<file path="src/rtl/morse_decoder_if.sv">
// Sample strobe, Morse line and decoded-letter outputs of the Morse receiver.
interface morse_decoder_if;
  logic       tick;
  logic       din;
  logic [2:0] letter;
  logic       valid;
  logic       err;
  logic       busy;

  modport master (output tick, din, input letter, valid, err, busy);
  modport slave  (input tick, din, output letter, valid, err, busy);
endinterface

</file>
<file path="src/rtl/morse_decoder.sv">
// Morse receiver: times marks/spaces per sample tick, classifies dot/dash and
// maps the finished pattern onto the 3-bit letter code A..H.
module morse_decoder #(
  parameter int unsigned MAX_SYMBOLS = 4,
  parameter int unsigned DASH_MIN    = 2,
  parameter int unsigned DASH_MAX    = 3,
  parameter int unsigned END_GAP     = 3
) (
  input  logic            clk,
  input  logic            reset,
  morse_decoder_if.slave  bus
);

  localparam int unsigned SYM_W  = (MAX_SYMBOLS > 4) ? MAX_SYMBOLS : 4;
  localparam int unsigned CNT_W  = $clog2(MAX_SYMBOLS + 2);
  localparam int unsigned MARK_W = $clog2(DASH_MAX + 2);
  localparam int unsigned GAP_W  = $clog2(END_GAP + 1);

  typedef enum logic [2:0] {IDLE, MARK, SPACE, RESOLVE, DRAIN} state_t;

  state_t            state, state_n;
  logic [MARK_W-1:0] mark_cnt, mark_n, mark_inc;
  logic [GAP_W-1:0]  gap_cnt, gap_n, gap_inc;
  logic [CNT_W-1:0]  sym_cnt, symcnt_n;
  logic [SYM_W-1:0]  sym, sym_n;
  logic [2:0]        letter_q, letter_n, code;
  logic              valid_q, valid_n, err_q, err_n, busy_q, match;
  logic [7:0]        key;

  assign bus.letter = letter_q;
  assign bus.valid  = valid_q;
  assign bus.err    = err_q;
  assign bus.busy   = busy_q;

  // Symbols shift in MSB-first, 1 = dash; key is {count, last four symbols}.
  always_comb begin
    key   = {4'(sym_cnt), sym[3:0]};
    match = 1'b1;
    code  = '0;
    case (key)
      8'h21:   code = 3'd0;
      8'h48:   code = 3'd1;
      8'h4A:   code = 3'd2;
      8'h34:   code = 3'd3;
      8'h10:   code = 3'd4;
      8'h42:   code = 3'd5;
      8'h36:   code = 3'd6;
      8'h40:   code = 3'd7;
      default: match = 1'b0;
    endcase
  end

  always_comb begin
    state_n  = state;
    mark_n   = mark_cnt;
    gap_n    = gap_cnt;
    symcnt_n = sym_cnt;
    sym_n    = sym;
    letter_n = letter_q;
    valid_n  = 1'b0;
    err_n    = 1'b0;
    mark_inc = (mark_cnt == '1) ? mark_cnt : mark_cnt + 1'b1;
    gap_inc  = (gap_cnt == '1) ? gap_cnt : gap_cnt + 1'b1;
    case (state)
      IDLE: begin
        if (bus.tick && bus.din) begin
          state_n  = MARK;
          mark_n   = MARK_W'(1);
          symcnt_n = '0;
          sym_n    = '0;
          gap_n    = '0;
        end
      end
      MARK: begin
        if (bus.tick) begin
          if (bus.din) begin
            mark_n = mark_inc;
            if (mark_inc > MARK_W'(DASH_MAX)) begin
              state_n = DRAIN;
              gap_n   = '0;
            end
          end else if (sym_cnt == CNT_W'(MAX_SYMBOLS)) begin
            // The terminating low already counts toward the drain gap.
            gap_n = GAP_W'(1);
            if (END_GAP <= 1) begin
              err_n   = 1'b1;
              state_n = IDLE;
            end else begin
              state_n = DRAIN;
            end
          end else begin
            sym_n    = {sym[SYM_W-2:0], (mark_cnt >= MARK_W'(DASH_MIN))};
            symcnt_n = sym_cnt + 1'b1;
            gap_n    = GAP_W'(1);
            state_n  = (END_GAP <= 1) ? RESOLVE : SPACE;
          end
        end
      end
      SPACE: begin
        if (bus.tick) begin
          if (bus.din) begin
            state_n = MARK;
            mark_n  = MARK_W'(1);
          end else begin
            gap_n = gap_inc;
            if (gap_inc >= GAP_W'(END_GAP)) state_n = RESOLVE;
          end
        end
      end
      RESOLVE: begin
        if (match) begin
          letter_n = code;
          valid_n  = 1'b1;
        end else begin
          err_n = 1'b1;
        end
        state_n = IDLE;
        // A tick landing on this cycle is handled as the first IDLE sample.
        if (bus.tick && bus.din) begin
          state_n  = MARK;
          mark_n   = MARK_W'(1);
          symcnt_n = '0;
          sym_n    = '0;
          gap_n    = '0;
        end
      end
      DRAIN: begin
        if (bus.tick) begin
          if (bus.din) begin
            gap_n = '0;
          end else begin
            gap_n = gap_inc;
            if (gap_inc >= GAP_W'(END_GAP)) begin
              err_n   = 1'b1;
              state_n = IDLE;
            end
          end
        end
      end
      default: state_n = IDLE;
    endcase
  end

  always_ff @(posedge clk or posedge reset) begin
    if (reset) begin
      state    <= IDLE;
      mark_cnt <= '0;
      gap_cnt  <= '0;
      sym_cnt  <= '0;
      sym      <= '0;
      letter_q <= '0;
      valid_q  <= 1'b0;
      err_q    <= 1'b0;
      busy_q   <= 1'b0;
    end else begin
      state    <= state_n;
      mark_cnt <= mark_n;
      gap_cnt  <= gap_n;
      sym_cnt  <= symcnt_n;
      sym      <= sym_n;
      letter_q <= letter_n;
      valid_q  <= valid_n;
      err_q    <= err_n;
      busy_q   <= (state_n != IDLE);
    end
  end

endmodule

</file>
<file path="src/flat_wrapper.sv">
// flat-port wrapper written by rule: the top's interface ports become plain ports
module morse_decoder_flat 
#(
  parameter int unsigned MAX_SYMBOLS = 4,
  parameter int unsigned DASH_MIN    = 2,
  parameter int unsigned DASH_MAX    = 3,
  parameter int unsigned END_GAP     = 3
)
  (clk, reset, bus_tick, bus_din, bus_letter, bus_valid, bus_err, bus_busy);
  morse_decoder_if bus_i ();
  input  logic clk;
  input  logic reset;
  input wire logic [$bits(bus_i.tick)-1:0] bus_tick;
  input wire logic [$bits(bus_i.din)-1:0] bus_din;
  output wire logic [$bits(bus_i.letter)-1:0] bus_letter;
  output wire logic [$bits(bus_i.valid)-1:0] bus_valid;
  output wire logic [$bits(bus_i.err)-1:0] bus_err;
  output wire logic [$bits(bus_i.busy)-1:0] bus_busy;
  assign bus_i.tick = bus_tick;
  assign bus_i.din = bus_din;
  assign bus_letter = bus_i.letter;
  assign bus_valid = bus_i.valid;
  assign bus_err = bus_i.err;
  assign bus_busy = bus_i.busy;
  morse_decoder #(.MAX_SYMBOLS(MAX_SYMBOLS), .DASH_MIN(DASH_MIN), .DASH_MAX(DASH_MAX), .END_GAP(END_GAP)) u_core (.clk(clk), .reset(reset), .bus(bus_i));
endmodule
</file>
<file path="config.mk">
export PLATFORM = sky130hd
export DESIGN_NAME = morse_decoder_flat
export DESIGN_NICKNAME = d
export VERILOG_FILES = /design/src/rtl/morse_decoder_if.sv /design/src/rtl/morse_decoder.sv /design/src/flat_wrapper.sv
export SDC_FILE = /design/constraint.sdc
export NUM_CORES = 1
export LEC_CHECK = 0
export CORE_AREA = 8 8 71 48
export DETAILED_ROUTE_END_ITERATION = 7
export DIE_AREA = 0 0 79 56
export HOLD_SLACK_MARGIN = 0.05
export PLACE_DENSITY = 0.83
export SLEW_MARGIN = 20
export SYNTH_ARGS = -nofsm -noshare
export SYNTH_HDL_FRONTEND = slang
export SYNTH_SLANG_ARGS = --single-unit
</file>
<file path="constraint.sdc">
create_clock -name clk -period 2.4 [get_ports clk]
set_clock_uncertainty 0.2 [all_clocks]
set_input_delay 0.36 -clock clk [delete_from_list [all_inputs] [get_ports clk]]
set_output_delay 0.36 -clock clk [all_outputs]
set_load 0.02 [all_outputs]
</file>
; ---- Word level (Yosys, flattened, before mapping)
; Index checks and enable logic that the tools add are counted.
[totals]
elab_cells = 101
memories = 0
latchBits = 0
out_inout_bits = 6
in_bits = 4
rom_bits = 0
ramBits = 0
reg_bits = 21
[op_classes]
magnitude_cmp = 3
eq_ne = 25
muxes = 49
shifts = 0
addsub = 3
reduce_logical = 12
bitwise_logic = 0
div_mod_pow = 0
mul = 0
[ops]
columns = operator, count
row1 = 3-bit 2-to-1 mux, 21
row2 = 7-bit == test (second input constant), 4
row3 = 7-bit by 6-bit == test with 1-bit output (second input constant), 3
row4 = 3-bit case mux with 7 select lines, 1
row5 = 2-bit 2-to-1 mux, 9
row6 = 4-bit 2-to-1 mux, 4
row7 = 2-bit != test (second input constant), 8
row8 = 3-bit case mux with 5 select lines, 1
row9 = 3-bit == test (second input constant), 3
row10 = 3-bit case mux with 3 select lines, 1
row11 = 1-bit 2-to-1 mux, 8
row12 = 2-bit case mux with 4 select lines, 1
row13 = 4-bit case mux with 2 select lines, 1
row14 = 8-bit OR reduction, 1
row15 = 7-bit by 5-bit == test with 1-bit output (second input constant), 1
row16 = 7-bit AND reduction, 1
row17 = 3-bit by 1-bit adder with 3-bit output (second input constant), 2
row18 = 3-bit by 2-bit == test with 1-bit output (second input constant), 2
row19 = 3-bit case mux with 2 select lines, 1
row20 = 6-bit AND reduction, 1
row21 = 3-bit nonzero test, 2
row22 = 5-bit AND reduction, 1
row23 = 4-bit nonzero test, 1
row24 = 3-bit by 1-bit == test with 1-bit output (second input constant), 1
row25 = 13 further kinds, 13

; ---- Depth between registers and ports, before layout
; Gate-level depths: netlist of the first run.
[logic_depth]
word_depth = 8
depth_mapped = 7
ltp_nobuf = 6

; ---- Worst setup path after synthesis of the first run
; OpenSTA, ideal clock, no wires.
[synth_timing]
kind = register to register
startpoint = reg u_core.mark_cnt[0]
endpoint = reg u_core.gap_cnt[0]
path_stages_with_launch = 6
n_path_buf = 0
required_ns = 2.075
period_less_slack_ns = 1.888
path_slack_ns = 0.512
setup_time_ns = 0.125
arrival_ns = 1.563
cell_sequence = dfrtp_1 > ha_1 > or4b_1 > nand3_2 > a21oi_2 > mux2_4
[synth_via]
elab_chain_len = 5
word_cells_on_any_way = 6
cone_classes = add/sub: 1 / order compare: 1 / eq/ne: 2 / mux: 1 / reduce/logical: 1
[synth_lines]
columns = element, line_no
row1 = from (decl), morse_decoder.sv:22  ; logic [MARK_W-1:0] mark_cnt, mark_n, mark_inc;
row2 = from (signal assigned), morse_decoder.sv:157  ; mark_cnt <= mark_n;
row3 = 3-bit by 1-bit adder with 3-bit output / 3-bit == test (equally long branches), morse_decoder.sv:62  ; mark_inc = (mark_cnt == '1) ? mark_cnt : mark_cnt + 1'b1;
row4 = 3-bit 2-to-1 mux *, morse_decoder.sv:62
row5 = 3-bit by 2-bit > comparator with 1-bit output *, morse_decoder.sv:78  ; if (mark_inc > MARK_W'(DASH_MAX)) begin
row6 = 3-bit by 2-bit != test with 1-bit output (no source line) *, -
row7 = 7-bit AND reduction (no source line) *, -
row8 = to (signal assigned), morse_decoder.sv:158  ; gap_cnt <= gap_n;
row9 = to (decl), morse_decoder.sv:23  ; logic [GAP_W-1:0] gap_cnt, gap_n, gap_inc;
; Every way passes the cells marked *; elsewhere a longest branch is shown, timed or not.
; A chain may end at the register's enable or synchronous reset.

; ---- Final worst setup path of the first run
[layout_timing]
startpoint = reg u_core.sym_cnt[0]
endpoint = reg u_core.sym_cnt[0]
[layout_via]
elab_chain_len = 5
word_cells_on_any_way = 8
cone_classes = add/sub: 1 / eq/ne: 2 / mux: 4 / reduce/logical: 1
[layout_lines]
columns = element, line_no
row1 = from (decl), morse_decoder.sv:24  ; logic [CNT_W-1:0] sym_cnt, symcnt_n;
row2 = from (signal assigned), morse_decoder.sv:159  ; sym_cnt <= symcnt_n;
row3 = 3-bit by 1-bit adder with 3-bit output, morse_decoder.sv:93  ; symcnt_n = sym_cnt + 1'b1;
row4 = 3-bit 2-to-1 mux, morse_decoder.sv:82  ; end else if (sym_cnt == CNT_W'(MAX_SYMBOLS)) begin
row5 = 3-bit 2-to-1 mux, morse_decoder.sv:76  ; if (bus.din) begin
row6 = 3-bit 2-to-1 mux, morse_decoder.sv:75  ; if (bus.tick) begin
row7 = 3-bit case mux with 2 select lines, morse_decoder.sv:64  ; case (state)
; Parallel ways exist; a longest one is shown, timed or not. The select of a mux whose other input is x is not followed.

==> results of run 1 <==
==> path summary, 6_finish.rpt <==
path | end | slack [ns] | cells after the start
hold reg to reg | u_core.gap_cnt[0] | 0.32 | 1
max in group asynchronous | u_core.mark_cnt[2] | 1.55 | 3
hold / removal | u_core.bus.letter[0] | 0.22 | 3
setup reg to reg | u_core.sym_cnt[0] | 0.39 | 6
setup / recovery | u_core.sym_cnt[0] | 0.39 | 6
min in group clk | u_core.gap_cnt[0] | 0.32 | 1
==> sequential cells by signal (all words and copies together) (netlist names), 2 cells and up <==
| signal | count |
|---|---|
| u_core.sym | 4 |
| u_core.bus.letter | 3 |
| u_core.mark_cnt | 3 |
| u_core.state | 3 |
| u_core.sym_cnt | 3 |
| u_core.gap_cnt | 2 |
==> Yosys cell counts (all sizes together) (2+ instances only) <==
master	instances	share of area (%)
a211o	2	1.4
o21ai	10	3.9
ha	7	6.8
a21boi	2	1.2
inv	13	3.8
nand2b	2	0.97
mux2	2	2.0
clkbuf	2	0.58
a21oi	7	3.0
dfrtp	21	41
nand2	8	2.3
nand3	5	2.3
nor2	8	2.3
buf	6	2.5
a2bb2oi	2	1.4
nor2b	3	1.5
a22o	6	4.1
o211ai	4	2.3
nand3b	4	2.3
a21o	2	1.2
a31oi	4	1.9
==> cell families (layout without fill, tap and decap cells) <==
family | after synthesis | in the layout
flip-flops | 21 | 21
AO/OA/AOI/OAI | 47 | 47
multiplexers | 2 | 2
buffers and inverters | 21 | 29
adder cells (fa/ha/maj) | 7 | 7
AND/OR/NAND/NOR | 40 | 40
==> routing by layer <==
layer	vias to the layer above	routed length [µm]	track usage, %
met5	-	0	0
met4	0	0	2.36
met3	0	176	3.87
met2	33	1270	21.1
met1	519	1320	17.9
li1	512	-	-
==> where the power goes <==
part           internal (W)  switching [W]
Sequential         0.000462       0.000158
Clock              0.000116       0.000120
Combinational      0.000309       0.000368
Total              0.000887       0.000645
==> cell type report <==
cell class	count	area (µm²)	share of cell area (%)
Multi-Input combinational cell	96	671	46.4
Sequential cell	21	526	36.4
Timing Repair Buffer	12	113	7.80
Inverter	13	48.8	3.38
Clock buffer	3	41.3	2.86
Tap cell	32	40.0	2.77
Clock inverter	1	5.00	0.347
==> worst max-delay path, stage by stage, from the launching register on <==
cell and delay [ns]:
sky130_fd_sc_hd__dfrtp_1 0.39, sky130_fd_sc_hd__inv_1 0.10, sky130_fd_sc_hd__ha_1 0.25, sky130_fd_sc_hd__a211o_1 0.30, sky130_fd_sc_hd__a21boi_1 0.15, sky130_fd_sc_hd__o21ai_1 0.19, sky130_fd_sc_hd__mux2_2 0.33
==> stage by stage <==
stage / cell area, µm² / total power, W / hold slack [ns]
4_1_cts: 1440 / 0.00152 / 0.238
2_1_floorplan: 1280 / 0.00110 / 0.137
3_5_place_dp: 1400 / 0.00129 / 0.296
6_report: 1440 / 0.00153 / 0.223
5_1_grt: 1440 / 0.00166 / 0.263
3_3_place_gp: 1400 / 0.00125 / 0.291
==> metrics.sh, run 1 <==
REPORT.FINAL.SETUP_VIOL=0
GRT_START_MAX_NET_PINS=22
ANTENNA_VIOLATIONS_BEFORE_REPAIR=0
INITIALDRTVIOLATIONCOUNT=134
ANTENNADIODECOUNT=0
YOSYS_REGISTER_BITS=21
DRT-WIRELENGTH-PER-CELL_UM=15.5
H-TREE-DEPTH=1
MUXSHAREOFSYNTHAREA_PCT=2.04
CORE_REGION_AREA_UM2=2380
WORSTSETUPSTARTPOINTTYPE='register'
SYNTH.CELL_AREA_UM2=1280
NUMPORTBUFFERS=9
VIA_COUNT_OF_THE_ROUTED_DESIGN=1064
CTS_RESIZED=0
MAX-CLOCK-PATH-BUFFERS=2
CLK_ROOT_BUFFER_CELL='sky130_fd_sc_hd__clkbuf_8'
TIMING.FINAL.MAX_SLEW_VIOLATIONS=0
YOSYSSEQAREASHARE_PCT=40.9
N_FILL_CELL=202
DRT_PRE_ANTENNA_ITERS=4
YOSYS.AREA_SHARE.SIMPLE_PCT=17.4
CRITPATHCAPTURETYPE='register'
GRT_SETUP_UNREPAIRED='no'
GRT-OVFL-TOTAL=0
TRITONCTS_NUM_SINKS=21
CTS_TREE='done'
REMAINING_DRC_ERRORS=0
YOSYS_WARNINGS=0
DIE-WIDTH_UM=79
FINALHOLDVIOLATIONS=0
POSTCTSSETUPBUFFERS=0
VIA_PER_INST=5.98
WORSTPATHMAXFANOUT=7
YOSYS.AREA_SHARE.ADDER_PCT=6.82
FINAL_LAYOUT_SIZE_SUFFIX_GT1_SHARE_PCT=8.90
RUN_STATUS='complete, no violations'
CLK_LATENCY_NS=0.27
PLACEMENTROWS=14
INITIAL_CELL_DENSITY_OF_THE_CORE_PCT=53.9
CRIT_ARRIVAL_NS=1.96
SYN_TO_FINAL_GROWTH_PCT=12.4
DOMINANTREGCELLSYNTH='sky130_fd_sc_hd__dfrtp_1'
IO_PINS=10
POST-PLACE-CELLS=174
SYNTHESIS.AREA_PER_INSTANCE_UM2=9.31
CTS_MADE_BUFFERS=3
CTSHOLDBUFFERS=0
NUMBER_OF_SYNTHESIZED_FLOPS_WITH_AN_ENABLE_PIN=0
PLACE_CONGESTION=0.857
FIN_CRIT_NS=2.01
ROUTED_WL_MM=2.77
P_LEAK_nW=0.681
SYNTH_AREA_IN_COMPOUND_GATES_PCT=25.9
IRDROPWORSTVDD_mV=0.560
FINAL_COMMON_CELL='sky130_fd_sc_hd__dfrtp_1'
PRE_CTS_SLACK_NS=0.164
P_PER_AREA_nW_PER_UM2=1060
CLKSLEWWORSTSETUPHOLDPATHS_NS=0.08
WIRE_LENGTH_OF_THE_FIRST_GLOBAL_ROUTING_PASS_MM=4.93
WORSTHOLDPATHTYPE='in2async'
WORST-SETUP-PATH-TYPE='reg2reg'
SETUP_TNS_NS=0
VIAS_IN_THE_FIRST_GLOBAL_ROUTE=1044
SYNTHARSTFLOPSHARE_PCT=100
SYNTHESIS.NETS=149
PART_OF_THE_CYCLE_THE_WORST_PATH_NEEDS_PCT=83.9
ANTENNA_VIOLATING_NETS_POST_ROUTE=0
FMAX_MHz=497
FINALWORSTSETUPSLACK_NS=0.387
SYNTH-XOR-AREA-SHARE_PCT=0
FP.DIEH_UM=56
R2R-START='u_core.sym_cnt[0]'
NETLIST_INSTANCES=138
MAIN_COMBINATIONAL_CELL_FAMILY_BY_AREA_AFTER_SYNTHESIS='compound AO/OA/AOI/OAI gates'
FINALNETCOUNT=158
DRV.MAX_CAP_VIOLATION_COUNT=0
FINALNONFILLERCELLS=178
NUMBER_OF_DISTINCT_LIBRARY_CELLS_AFTER_SYNTHESIS=44
GROUTE.USAGE.OVERALL_PCT=13.5
SETUP.WORST_PATH.START='u_core.sym_cnt[0]'
CRITICAL_PATH_REQUIRED_NS=2.35
FIN_UTIL_PCT=60.6
WORST_SLEW_PIN_SLEW_NS=0.517
LAYOUT_COMMON_CELLS='sky130_fd_sc_hd__dfrtp_1, sky130_fd_sc_hd__inv_1, sky130_fd_sc_hd__clkdlybuf4s50_1'
TIMING.MAX_SLEW.REL_SLACK_PCT=65.3
DIE-AREA_UM2=4420
HPWLAFTERDP_MM=2.08
Power figures use the tool's default switching activity.
==> run 2: changes to the inputs <==
Settings changed: CORE_AREA 8 8 71 48 to 8 8 74 50, DIE_AREA 0 0 79 56 to 0 0 82 58, PLACE_DENSITY 0.83 to 0.8.
Clock period 2.4 ns to 1.7 ns, I/O delays scaled along.
==> run 2 against run 1 <==
The run now ends with setup timing left. First-iteration DRC count fell by 7.5%. Sequential power rose by 32%. Register-to-register slack got worse by 0.52 ns. Cell count rose by 20%. Sequential cell count did not move. Critical path type unchanged. Highest routed layer is now met4.
==> metrics.sh, run 2 (synthesis results as in run 1) <==
FINAL_LAYOUT_SIZE_SUFFIX_GT1_SHARE_PCT=34.1  # +25 points
TIMING.FINAL.MAX_SLEW_VIOLATIONS=0  # unchanged
P_PER_AREA_nW_PER_UM2=1450  # +37%
DRT_PRE_ANTENNA_ITERS=5  # +1
FINALWORSTSETUPSLACK_NS=-0.129  # -0.516 ns
CORE_REGION_AREA_UM2=2670  # +12%
FAILING_CHECKS='setup timing'
FIN_CRIT_NS=1.83  # -0.184 ns
VIA_COUNT_OF_THE_ROUTED_DESIGN=1222  # +15%
RUN_STATUS='finished with violations'
FINALHOLDVIOLATIONS=0  # unchanged
MAX-CLOCK-PATH-BUFFERS=2  # unchanged
DIE-AREA_UM2=4760  # +7.5%
PLACE_CONGESTION=0.919  # +7.2%
FMAX_MHz=547  # +10%
WORST_SLEW_PIN_SLEW_NS=0.292  # -0.226 ns
CELLS_TRAVERSED_ALONG_THE_WORST_TIMING_PATH='ha_2, or4b_1, nand3_2, a21oi_2, mux2_4'
DIE-WIDTH_UM=82  # +3.8%
CRITICAL_PATH_REQUIRED_NS=1.65  # -0.70 ns
MULTI_INPUT_AREA_UM2=766  # +14%
SWITCHING_SHARE_PCT=40.0  # -2.1 points
PLACEMENTROWS=15  # +1
CLKSLEWWORSTSETUPHOLDPATHS_NS=0.08  # about the same
H-TREE-DEPTH=1  # unchanged
WIRE_LENGTH_OF_THE_FIRST_GLOBAL_ROUTING_PASS_MM=5.49  # +11%
CRIT_ARRIVAL_NS=1.78  # -0.18 ns
WORSTHOLDPATHTYPE='in2async'
CRITPATHTOPFAMILY='simple AND/OR/NAND/NOR gates'
ANTENNA_VIOLATIONS_BEFORE_REPAIR=0  # unchanged
POWER_W=0.00262  # +71%
DRT-WIRELENGTH-PER-CELL_UM=15.7  # +1.2%
CLK_LATENCY_NS=0.27  # about the same
ROUTED_WL_MM=3.35  # +21%
SUM_OF_BUFFERS_AND_INVERTERS_ON_THE_CRITICAL_PATH=0  # -1
SWITCHING_POWER_W=0.00105  # +62%
GROUTE.USAGE.OVERALL_PCT=14.9  # +1.5 points
N_FILL_CELL=191  # -5.4%
INITIAL_CELL_DENSITY_OF_THE_CORE_PCT=48.2  # -5.7 points
FIN_UTIL_PCT=67.6  # +6.9 points
IO_PINS=10  # unchanged
DRV.MAX_CAP_VIOLATION_COUNT=0  # unchanged
LAYOUT_COMMON_CELLS='sky130_fd_sc_hd__buf_4, sky130_fd_sc_hd__dfrtp_1, sky130_fd_sc_hd__inv_1'
SEQ_POWER_SHARE_PCT=31.3  # -9.2 points
GRT_START_MAX_NET_PINS=22  # unchanged
WORST-SETUP-PATH-TYPE='reg2reg'
COMB_POWER_SHARE_PCT=55.9  # +12 points
VIAS_IN_THE_FIRST_GLOBAL_ROUTE=1197  # +15%
FINALNETCOUNT=191  # +21%
CTS_TREE='done'
REMAINING_DRC_ERRORS=0  # unchanged
MAX_FLOP_REGISTER='u_core.sym'
CLK_ROOT_BUFFER_CELL='sky130_fd_sc_hd__clkbuf_8'
FINAL.HOLD.WORST_SLACK_NS=0.122  # -0.101 ns
NUMPORTBUFFERS=9  # unchanged
HPWLAFTERDP_MM=2.35  # +13%
SETUP_TNS_NS=-0.534  # -0.534 ns
PRE_CTS_SLACK_NS=-0.306  # -0.470 ns
RR_WORST_DEPTH=5  # -1
CRITPATHCAPTURETYPE='register'
FINAL-SEQ-AREA_UM2=527  # +0.24%
ANTENNA_VIOLATING_NETS_POST_ROUTE=0  # unchanged
FP.DIEH_UM=58  # +3.6%
GRT-OVFL-TOTAL=0  # unchanged
IRDROPWORSTVDD_mV=0.724  # +29%
TIMING.MAX_SLEW.REL_SLACK_PCT=80.5  # +15 points
CRITICAL_PATH.MAX_STAGE_DELAY_NS=0.48  # +0.09 ns
P_LEAK_nW=0.869  # +28%
VIA_PER_INST=5.74  # -4.0%
CRIT_PATH_TOP_DELAY_CELL='sky130_fd_sc_hd__or4b_1'
ANTENNADIODECOUNT=0  # unchanged
SYN_TO_FINAL_GROWTH_PCT=40.1
TRITONCTS_NUM_SINKS=21  # unchanged
CLOCKPOWERSHARE_PCT=12.8  # -2.6 points
FLIP_FLOP_COUNT_OF_THE_LARGEST_REGISTER_AFTER_LAYOUT=4  # unchanged
INITIALDRTVIOLATIONCOUNT=124  # -7.5%
FINAL_COMMON_CELL='sky130_fd_sc_hd__buf_4'
CTS_MADE_BUFFERS=3  # unchanged
CRIT_CELLS=5  # -1
CTSHOLDBUFFERS=0  # unchanged
WORSTPATHMAXFANOUT=2  # -5
REPORT.FINAL.SETUP_VIOL=13  # +13
WORSTSETUPSTARTPOINTTYPE='register'
P_INT_W=0.00157  # +77%
PART_OF_THE_CYCLE_THE_WORST_PATH_NEEDS_PCT=108  # +24 points
GRT_SETUP_UNREPAIRED='yes'
==> run 2: cell types whose count changed in the layout (fill, tap and decap cells not counted), moves of 3 or more <==
cell,before,now
sky130_fd_sc_hd__dlygate4sd2_1,0,3
sky130_fd_sc_hd__ha_1,7,3
sky130_fd_sc_hd__buf_4,3,35
sky130_fd_sc_hd__clkdlybuf4s50_1,9,5
==> run 2: layout make-up <==
cell class                 instances  area share (%)
timing repair buffer              45            20.6
sequential                        21            29.3
inverter                          13            2.71
multi-input combinational         96            42.5
clock buffer                       4            2.50
tap                               34            2.36
==> run 2: layer usage <==
| layer | GRT usage (%) | wire length, µm | vias to the layer above |
|---|---|---|---|
| met5 | 0 | 0 | - |
| met4 | 7.71 | 80 | 0 |
| met3 | 4.78 | 284 | 9 |
| met2 | 22.3 | 1540 | 50 |
| met1 | 18.7 | 1440 | 585 |
| li1 | - | - | 578 |
==> run 2: stage by stage <==
| step | cells | area (µm²) |
|---|---|---|
| finish | 213 | 1800 |
| global route | 213 | 1800 |
| CTS | 212 | 1770 |
| detailed placement | 205 | 1650 |
| global placement | 205 | 1650 |
| floorplan | 138 | 1310 |
==> run 2: power by group through the flow <==
stage	Combinational, W	Clock [W]	Sequential, W
after global placement	0.00127	0	0.000803
final	0.00146	0.000336	0.000819
after detailed placement	0.00133	0	0.000808
after CTS	0.00141	0.000349	0.000801
after global routing	0.00159	0.000365	0.000836
after floorplan	0.000763	0	0.000823
==> run 2: repair_timing <==
item,in CTS,in global routing
gates resized for setup,12,8
pin swaps,12,4
buffers inserted,3,1
endpoints found under the setup margin,19,19
==> run 2: worst paths after layout <==
kind | from | end | slack (ns)
min reg2reg | u_core.gap_cnt[0] | u_core.gap_cnt[0] | 0.32
max in group asynchronous | reset | u_core.sym_cnt[2] | 0.94
min in group clk | u_core.gap_cnt[0] | u_core.gap_cnt[0] | 0.32
max | u_core.mark_cnt[1] | u_core.gap_cnt[0] | -0.13
max reg2reg | u_core.mark_cnt[1] | u_core.gap_cnt[0] | -0.13
min | reset | u_core.bus.letter[0] | 0.12
==> run 2: worst register-to-register path, delay by kind of cell (launching register included) <==
family	cells	cell delay, ns
AOI/OAI and AO/OA	1	0.06
DFF	1	0.39
muxes	1	0.30
adders and majority gates	1	0.19
and+or+nand+nor	2	0.58
